<file path="src/rtl/conv_pkg.sv">
// conv_pkg: shared widths, fixed-point helpers and load FSM encoding for the KxK conv engine
package conv_pkg;
  typedef enum logic {ST_IDLE, ST_LOAD} load_state_e;
  function automatic int data_width(input int ib, input int fb);
    return ib + fb;
  endfunction
  function automatic int sum_width(input int k, input int w);
    return 2 * w + $clog2(k * k);
  endfunction
  // Adding half an LSB before the arithmetic shift rounds half toward +inf
  function automatic logic signed [63:0] round_shift(input logic signed [63:0] x, input int f);
    return (x + (64'sd1 <<< (f - 1))) >>> f;
  endfunction
  function automatic logic signed [63:0] saturate(input logic signed [63:0] x, input int w);
    logic signed [63:0] mx, mn;
    mx = (64'sd1 <<< (w - 1)) - 64'sd1;
    mn = -(64'sd1 <<< (w - 1));
    return (x > mx) ? mx : (x < mn) ? mn : x;
  endfunction
endpackage

</file>
<file path="src/rtl/conv_kernel_bank.sv">
// conv_kernel_bank: serial shadow-bank loader with atomic swap into the active coefficient/bias bank
module conv_kernel_bank
  import conv_pkg::*;
#(
  parameter int W  = 12,
  parameter int KK = 9
) (
  input  logic            i_clk,
  input  logic            i_rst,
  input  logic            i_kernel_load,
  input  logic [W-1:0]    i_kernel_word,
  input  logic            i_kernel_valid,
  output logic [KK*W-1:0] o_coef,
  output logic [W-1:0]    o_bias,
  output logic            o_kernel_ready,
  output logic            o_loading
);
  localparam int CW = $clog2(KK + 1);
  load_state_e state_q, state_d;
  logic [CW-1:0] cnt_q, cnt_d;
  logic wr, swap, ready_q;
  logic [W-1:0] shadow_q [KK+1];
  logic [W-1:0] active_q [KK+1];
  always_comb begin
    state_d = state_q;
    cnt_d = cnt_q;
    wr = 1'b0;
    swap = 1'b0;
    if (i_kernel_load) begin
      state_d = ST_LOAD;
      cnt_d = '0;
    end else if (state_q == ST_LOAD && i_kernel_valid) begin
      wr = 1'b1;
      cnt_d = cnt_q + 1'b1;
      swap = (cnt_q == CW'(KK));
      state_d = swap ? ST_IDLE : ST_LOAD;
    end
  end
  always_ff @(posedge i_clk) begin
    if (i_rst) begin
      state_q <= ST_IDLE;
      cnt_q <= '0;
      ready_q <= 1'b0;
      for (int i = 0; i <= KK; i++) begin
        shadow_q[i] <= '0;
        active_q[i] <= '0;
      end
    end else begin
      state_q <= state_d;
      cnt_q <= cnt_d;
      if (wr) shadow_q[cnt_q] <= i_kernel_word;
      // The bias word is still on the input when the swap fires, so it bypasses the shadow
      if (swap) begin
        for (int i = 0; i < KK; i++) active_q[i] <= shadow_q[i];
        active_q[KK] <= i_kernel_word;
        ready_q <= 1'b1;
      end
    end
  end
  for (genvar g = 0; g < KK; g++) begin : g_coef
    assign o_coef[g*W +: W] = active_q[g];
  end
  assign o_bias = active_q[KK];
  assign o_kernel_ready = ready_q;
  assign o_loading = (state_q == ST_LOAD);
endmodule

</file>
<file path="src/rtl/conv_kxk_pipe.sv">
// conv_kxk_pipe: 3-stage pipelined KxK signed fixed-point convolution with bias, rounding,
// saturation and optional ReLU; coefficients come from a double-buffered kernel bank.
module conv_kxk_pipe
  import conv_pkg::*;
#(
  parameter int INTEGER_BITS     = 8,
  parameter int FIXED_POINT_BITS = 4,
  parameter int KERNEL_SIZE      = 3,
  parameter int RELU_SUPPORT     = 1,
  localparam int W  = data_width(INTEGER_BITS, FIXED_POINT_BITS),
  localparam int KK = KERNEL_SIZE * KERNEL_SIZE
) (
  input  logic            i_clk,
  input  logic            i_rst,
  input  logic [KK*W-1:0] i_pixel_data,
  input  logic            i_pixel_data_valid,
  input  logic            i_kernel_load,
  input  logic [W-1:0]    i_kernel_word,
  input  logic            i_kernel_valid,
  input  logic            i_relu_en,
  output logic [W-1:0]    o_convolved_data,
  output logic            o_convolved_data_valid,
  output logic            o_kernel_ready,
  output logic            o_loading
);
  localparam int PW = 2 * W;
  localparam int SW = sum_width(KERNEL_SIZE, W);
  logic [KK*W-1:0] coef;
  logic [W-1:0] bias;
  logic signed [PW-1:0] prod_d [KK];
  logic signed [PW-1:0] prod_q [KK];
  logic signed [W-1:0] bias1_q, bias2_q;
  logic relu1_q, relu2_q, v1_q, v2_q, v3_q;
  logic signed [SW-1:0] sum_d, sum_q;
  logic signed [63:0] acc;
  logic [W-1:0] res, out_d, out_q;
  conv_kernel_bank #(.W(W), .KK(KK)) u_bank (
    .i_clk          (i_clk),
    .i_rst          (i_rst),
    .i_kernel_load  (i_kernel_load),
    .i_kernel_word  (i_kernel_word),
    .i_kernel_valid (i_kernel_valid),
    .o_coef         (coef),
    .o_bias         (bias),
    .o_kernel_ready (o_kernel_ready),
    .o_loading      (o_loading)
  );
  always_comb begin
    for (int i = 0; i < KK; i++)
      prod_d[i] = PW'($signed(i_pixel_data[i*W +: W])) * PW'($signed(coef[i*W +: W]));
  end
  always_comb begin
    sum_d = '0;
    for (int i = 0; i < KK; i++) sum_d = sum_d + SW'(prod_q[i]);
  end
  always_comb begin
    acc = 64'(sum_q) + (64'(bias2_q) <<< FIXED_POINT_BITS);
    res = W'(saturate(round_shift(acc, FIXED_POINT_BITS), W));
    out_d = (RELU_SUPPORT != 0 && relu2_q && res[W-1]) ? '0 : res;
  end
  always_ff @(posedge i_clk) begin
    if (i_rst) begin
      v1_q <= 1'b0;
      v2_q <= 1'b0;
      v3_q <= 1'b0;
      relu1_q <= 1'b0;
      relu2_q <= 1'b0;
      bias1_q <= '0;
      bias2_q <= '0;
      sum_q <= '0;
      out_q <= '0;
      for (int i = 0; i < KK; i++) prod_q[i] <= '0;
    end else begin
      v1_q <= i_pixel_data_valid;
      v2_q <= v1_q;
      v3_q <= v2_q;
      if (i_pixel_data_valid) begin
        prod_q <= prod_d;
        bias1_q <= bias;
        relu1_q <= i_relu_en;
      end
      if (v1_q) begin
        sum_q <= sum_d;
        bias2_q <= bias1_q;
        relu2_q <= relu1_q;
      end
      if (v2_q) out_q <= out_d;
    end
  end
  assign o_convolved_data = out_q;
  assign o_convolved_data_valid = v3_q;
endmodule

</file>
<file path="config.mk">
export PLATFORM = sky130hd
export DESIGN_NAME = conv_kxk_pipe
export DESIGN_NICKNAME = d
export VERILOG_FILES = /design/src/rtl/conv_pkg.sv /design/src/rtl/conv_kernel_bank.sv /design/src/rtl/conv_kxk_pipe.sv
export SDC_FILE = /design/constraint.sdc
export NUM_CORES = 2
export LEC_CHECK = 0
export ABC_AREA = 1
export BUFFER_PORTS_ARGS = -buffer_cell sky130_fd_sc_hd__buf_2
export CAP_MARGIN = 15
export CORE_UTILIZATION = 30
export DETAILED_ROUTE_END_ITERATION = 8
export SLEW_MARGIN = 10
export SYNTH_ARGS = -nofsm -noshare
export SYNTH_HDL_FRONTEND = slang
export SYNTH_SLANG_ARGS = --single-unit
</file>
<file path="constraint.sdc">
create_clock -name i_clk -period 5.6 [get_ports i_clk]
set_clock_uncertainty 0.1 [all_clocks]
set_input_delay 0.84 -clock i_clk [delete_from_list [all_inputs] [get_ports i_clk]]
set_output_delay 0.84 -clock i_clk [all_outputs]
set_load 0.02 [all_outputs]
</file>
==> Flow_metrics.wiki <==
{| class="wikitable"
! Metric !! Value
|-
| Run status || finished, final reports clean
|-
| Critical path, cell by cell || clkinvlp_4, buf_12, or2_2, fa_1, fa_1, inv_1, fa_1, fa_1, inv_1, fa_1, inv_1, ha_1, nand2_1, nor2_1, inv_1, o21ai_2, a21oi_1, o21ai_1, xor2_1, buf_4, o21ai_1, inv_1
|-
| Minimum clock period after layout || 5.37 ns
|-
| Critical Path AT || 5.78 ns
|-
| Biggest cell delay along the critical path || 0.52 ns
|-
| Post-synthesis simple-gate area fraction || 14.5%
|-
| Most used flip-flop cell after synthesis || dfxtp_1
|-
| Number of enable-type register cells in the synthesized netlist || 228
|-
| Final Routed Wirelength || 207000 µm
|-
| Top routing layer used || met5
|-
| Length of routed met2 wiring || 95700 µm
|-
| Adder-Cell Fraction of Synth Area || 46.3%
|-
| Hold WC Path Type || flop to flop
|-
| Critical-path maximum fanout || 4
|-
| Cell area after technology mapping || 74800 µm²
|-
| Multi-input gate area in the final layout || 51800 µm²
|-
| Global-route wire length before repair || 331000 µm
|-
| Metal-1 WL || 94900 µm
|-
| Layout overhead on the synthesized area || 16.9%
|-
| Main combinational cell family by area after synthesis || adder cells
|-
| Ratio of routed vias to standard cells || 4.40
|-
| Number of detailed-route iterations in the first pass || 6
|-
| Clk sinks || 516
|-
| Number of warnings printed during yosys synthesis || 0
|-
| Average footprint of a synthesized cell || 8.30 µm²
|-
| Sequential-to-total area share from yosys stat || 16.9%
|-
| DRC violation count after routing || 0
|-
| Die width || 501 µm
|-
| Count of mapped cells out of synthesis || 9015
|-
| Compound-Gate Fraction of Synth Area || 5.44%
|-
| Fraction of registers with async set or reset after synthesis || 0%
|-
| Slowest stage cell, crit path || fa_1
|-
| Power density over cell area || 578 nW/µm²
|-
| WS Path Type || flop to flop
|-
| Bufs on Longest Clock Path || 3
|-
| Number of violations reported at the end of detailed-routing iteration 0 || 3964
|-
| Die boundary height || 501 µm
|-
| Mapped Nets || 11100
|-
| TritonCTS clock tree || done
|-
| Measured slew at the worst slew-check pin || 1.20 ns
|-
| Fraction of synthesized area in multiplexers || 0%
|-
| Fraction of final layout cells with drive strength greater than 1 || 12.2%
|-
| End point of the critical path || prod_q[140]
|-
| Fillcell total || 25800
|-
| TritonCTS Buffers || 52
|-
| Max-slew violation total from the final report || 0
|-
| Global-route total usage across every layer || 16.8%
|-
| Setup TNS || 0 ns
|-
| Boundary Pins || 141
|-
| CTS Root Buffer Type || clkbuf_16
|-
| CP endpoint kind || flop
|-
| Routed vias || 57700
|-
| Post-synth cell types || 42
|-
| H-tree lvl count || 2
|-
| Post-synthesis share of cell area spent on xor and xnor gates || 2.74%
|-
| Starting utilization of the core area || 30.3%
|-
| CP delay by family, top || adder cells
|-
| Clock latency of the later-clocked register in the worst-skew pair || 0.63 ns
|-
| Post-DRT Antenna Nets || 0
|-
| Area of the core || 247000 µm²
|-
| Half-perimeter wire length after placement || 174000 µm
|-
| Placer's final routability congestion estimate || 0.920
|-
| Clock edge transition at the registers on the reported setup and hold paths || 0.07 ns
|-
| Destination of the worst register-to-register timing path || prod_q[140]
|-
| Post-detailed-route wirelength per cell || 15.8 µm
|-
| Fraction of the cycle the final worst path needs || 96.0%
|-
| Worst Path Buf+Inv || 8
|-
| Setup Viol. Count Final || 0
|-
| Worst slew margin relative to its limit || 19.6%
|-
| Critical register-to-register path startpoint || u_bank.active_q[3][11]
|-
| Crit path required time || 6.00 ns
|-
| Register-to-register path setup slack || 0.23 ns
|-
| Area of all sequential standard cells || 12600 µm²
|-
| Cts-stage hold buffer count || 0
|-
| Layout Utilization || 35.4%
|-
| # Max-Cap Violations || 0
|-
| Sum of met3 wire segment lengths after detailed routing || 12600 µm
|-
| Final-stage net count || 11800
|-
| Final number of hold-violating endpoints || 0
|-
| Critical Path Start Type || flop
|-
| Worst vdd rail ir drop || 1.86 mV
|-
| Max Freq || 186 MHz
|-
| Maximum number of pins on one net before global-route repair || 115
|-
| Start point of the critical path || u_bank.active_q[3][11]
|-
| Number of cells on the critical path || 22
|-
| Port Buffer Count || 140
|-
| Row cnt || 182
|-
| Number of register bits inferred by synthesis || 516
|-
| Die ar. || 251000 µm²
|-
| Vias in the first global route || 58700
|-
| Reg2Reg Depth || 22
|-
| Congestion Overflow GR || 0
|-
| Static leakage power || 47.1 nW
|-
| Number of antenna violations at the first check in global routing || 27
|}
==> logic make-up after synthesis <==
group / count (synthesis)
xor gates and xnor gates: 234
AOI/OAI and AO/OA: 760
DFF: 516
adders and majority gates: 1924
buffers and inverters: 2811
and+or+nand+nor: 2770
==> what timing repair did <==
item                                    CTS  global route
gates resized for setup                   0            51
endpoints found under the setup margin    0            76
setup buffers                             0           115
==> power by group <==
group	switching (W)	internal (W)	leakage, nW
clock network	0.00164	0.00190	0.811
logic	0.0241	0.0177	41.5
registers	0.000709	0.00454	4.74
total	0.0264	0.0242	47.1
==> cells in the mapped netlist, types with 7 or more instances <==
master,count,area share [%]
a21oi_1,301,2.0
a31oi_1,15,0.13
buf_1,17,0.085
clkbuf_1,309,1.5
dfxtp_1,288,7.7
edfxtp_1,228,9.1
fa_1,1414,38
ha_1,510,8.5
inv_1,2470,12
inv_2,7,0.035
nand2_1,1729,8.7
nand3_1,135,0.90
nand4_1,34,0.28
nor2_1,780,3.9
nor3_1,29,0.19
nor4_1,7,0.059
o211ai_1,32,0.32
o21ai_0,329,2.2
o21ai_1,24,0.16
o21bai_1,15,0.15
o221ai_1,13,0.15
o31ai_1,9,0.090
or2_2,37,0.31
xnor2_1,90,1.1
xor2_1,144,1.7
==> layout by cell type (no fill, tap or decap), types with 5 or more instances in the layout <==
cell type,synthesis,final
clkbuf_1,309,8
o21ai_0,329,315
nor4_1,7,7
o21bai_1,15,11
nand4_1,34,34
clkinvlp_4,0,7
o221ai_1,13,13
clkinv_4,0,7
nor2_2,6,10
dfxtp_1,288,288
buf_2,5,140
fa_1,1414,1414
o21ai_2,0,5
o31ai_1,9,9
clkbuf_16,0,54
buf_12,0,47
nand2_1,1729,1728
ha_1,510,504
o21ai_1,24,33
xor2_1,144,142
nand3_1,135,134
buf_4,0,822
o211ai_1,32,32
a21oi_1,301,296
inv_2,7,8
edfxtp_1,228,228
a21o_1,6,6
xnor2_1,90,90
clkbuf_8,0,6
nor2_1,780,776
inv_1,2470,2464
a21oi_2,0,5
nand2_2,5,5
and2_1,5,5
clkinv_1,2,8
a31oi_1,15,15
or2_2,37,36
nor3_1,29,27
==> how the worst min path moves through the flow <==
| stage | slack, ns | cells past startpoint | from | end |
|---|---|---|---|---|
| finish | 0.36 | 2 | o_convolved_data[10] | o_convolved_data[10] |
| global route | 0.39 | 2 | o_convolved_data[0] | o_convolved_data[0] |
| CTS | 0.37 | 2 | o_convolved_data[8] | o_convolved_data[8] |
| detailed placement | 0.36 | 2 | o_convolved_data[8] | o_convolved_data[8] |
| global placement | 0.35 | 2 | u_bank.o_kernel_ready | u_bank.o_kernel_ready |
| floorplan | 0.35 | 2 | u_bank.active_q[9][0] | bias1_q[0] |
==> state kept, by name, indices dropped and copies added, names as in the netlist <==
name,count
prod_q,216
u_bank.active_q,120
u_bank.shadow_q,108
sum_q,25
bias1_q,12
bias2_q,12
o_convolved_data,12
u_bank.cnt_q,4
o_convolved_data_valid,1
relu1_q,1
relu2_q,1
u_bank.o_kernel_ready,1
u_bank.o_loading,1
v1_q,1
v2_q,1
==> cell type report <==
class | instances | share of cell area, %
Tap cell | 3312 | 4.74
Timing Repair Buffer | 1017 | 9.02
Clock inverter | 29 | 0.249
Clock buffer | 67 | 1.66
Sequential cell | 516 | 14.4
Timing Repair inverter | 1 | 0.00572
Multi-Input combinational cell | 5688 | 59.2
Antenna cell | 2 | 0.00572
Inverter | 2479 | 10.7
==> metrics by stage <==
stage	area, µm²	hold WS, ns	instances	power (W)	setup slack (ns)
after floorplan	74900	0.347	9015	0.0314	-0.0394
after global placement	84500	0.346	12900	0.0461	-0.285
after detailed placement	84500	0.355	12900	0.0464	-0.226
after CTS	86100	0.365	13000	0.0502	0.0154
after global routing	87500	0.393	13100	0.0560	-0.0267
final	87500	0.362	13100	0.0506	0.226
==> worst reg2reg max path: cells and delay by family, from the launching register on <==
family          cells  cell delay (ns)
fa+ha+maj           6             2.71
buf+inv             8             0.82
compound gates      4             0.65
simple gates        3             0.52
flops               1             0.38
xor+xnor            1             0.10
==> per-layer routing <==
metal,vias up,GRT usage [%]
li1,27800,-
met1,28300,23.8
met4,16,2.68
met2,1348,27.5
met3,184,2.19
met5,-,0
No activity file was read; power rests on OpenSTA's default activity.
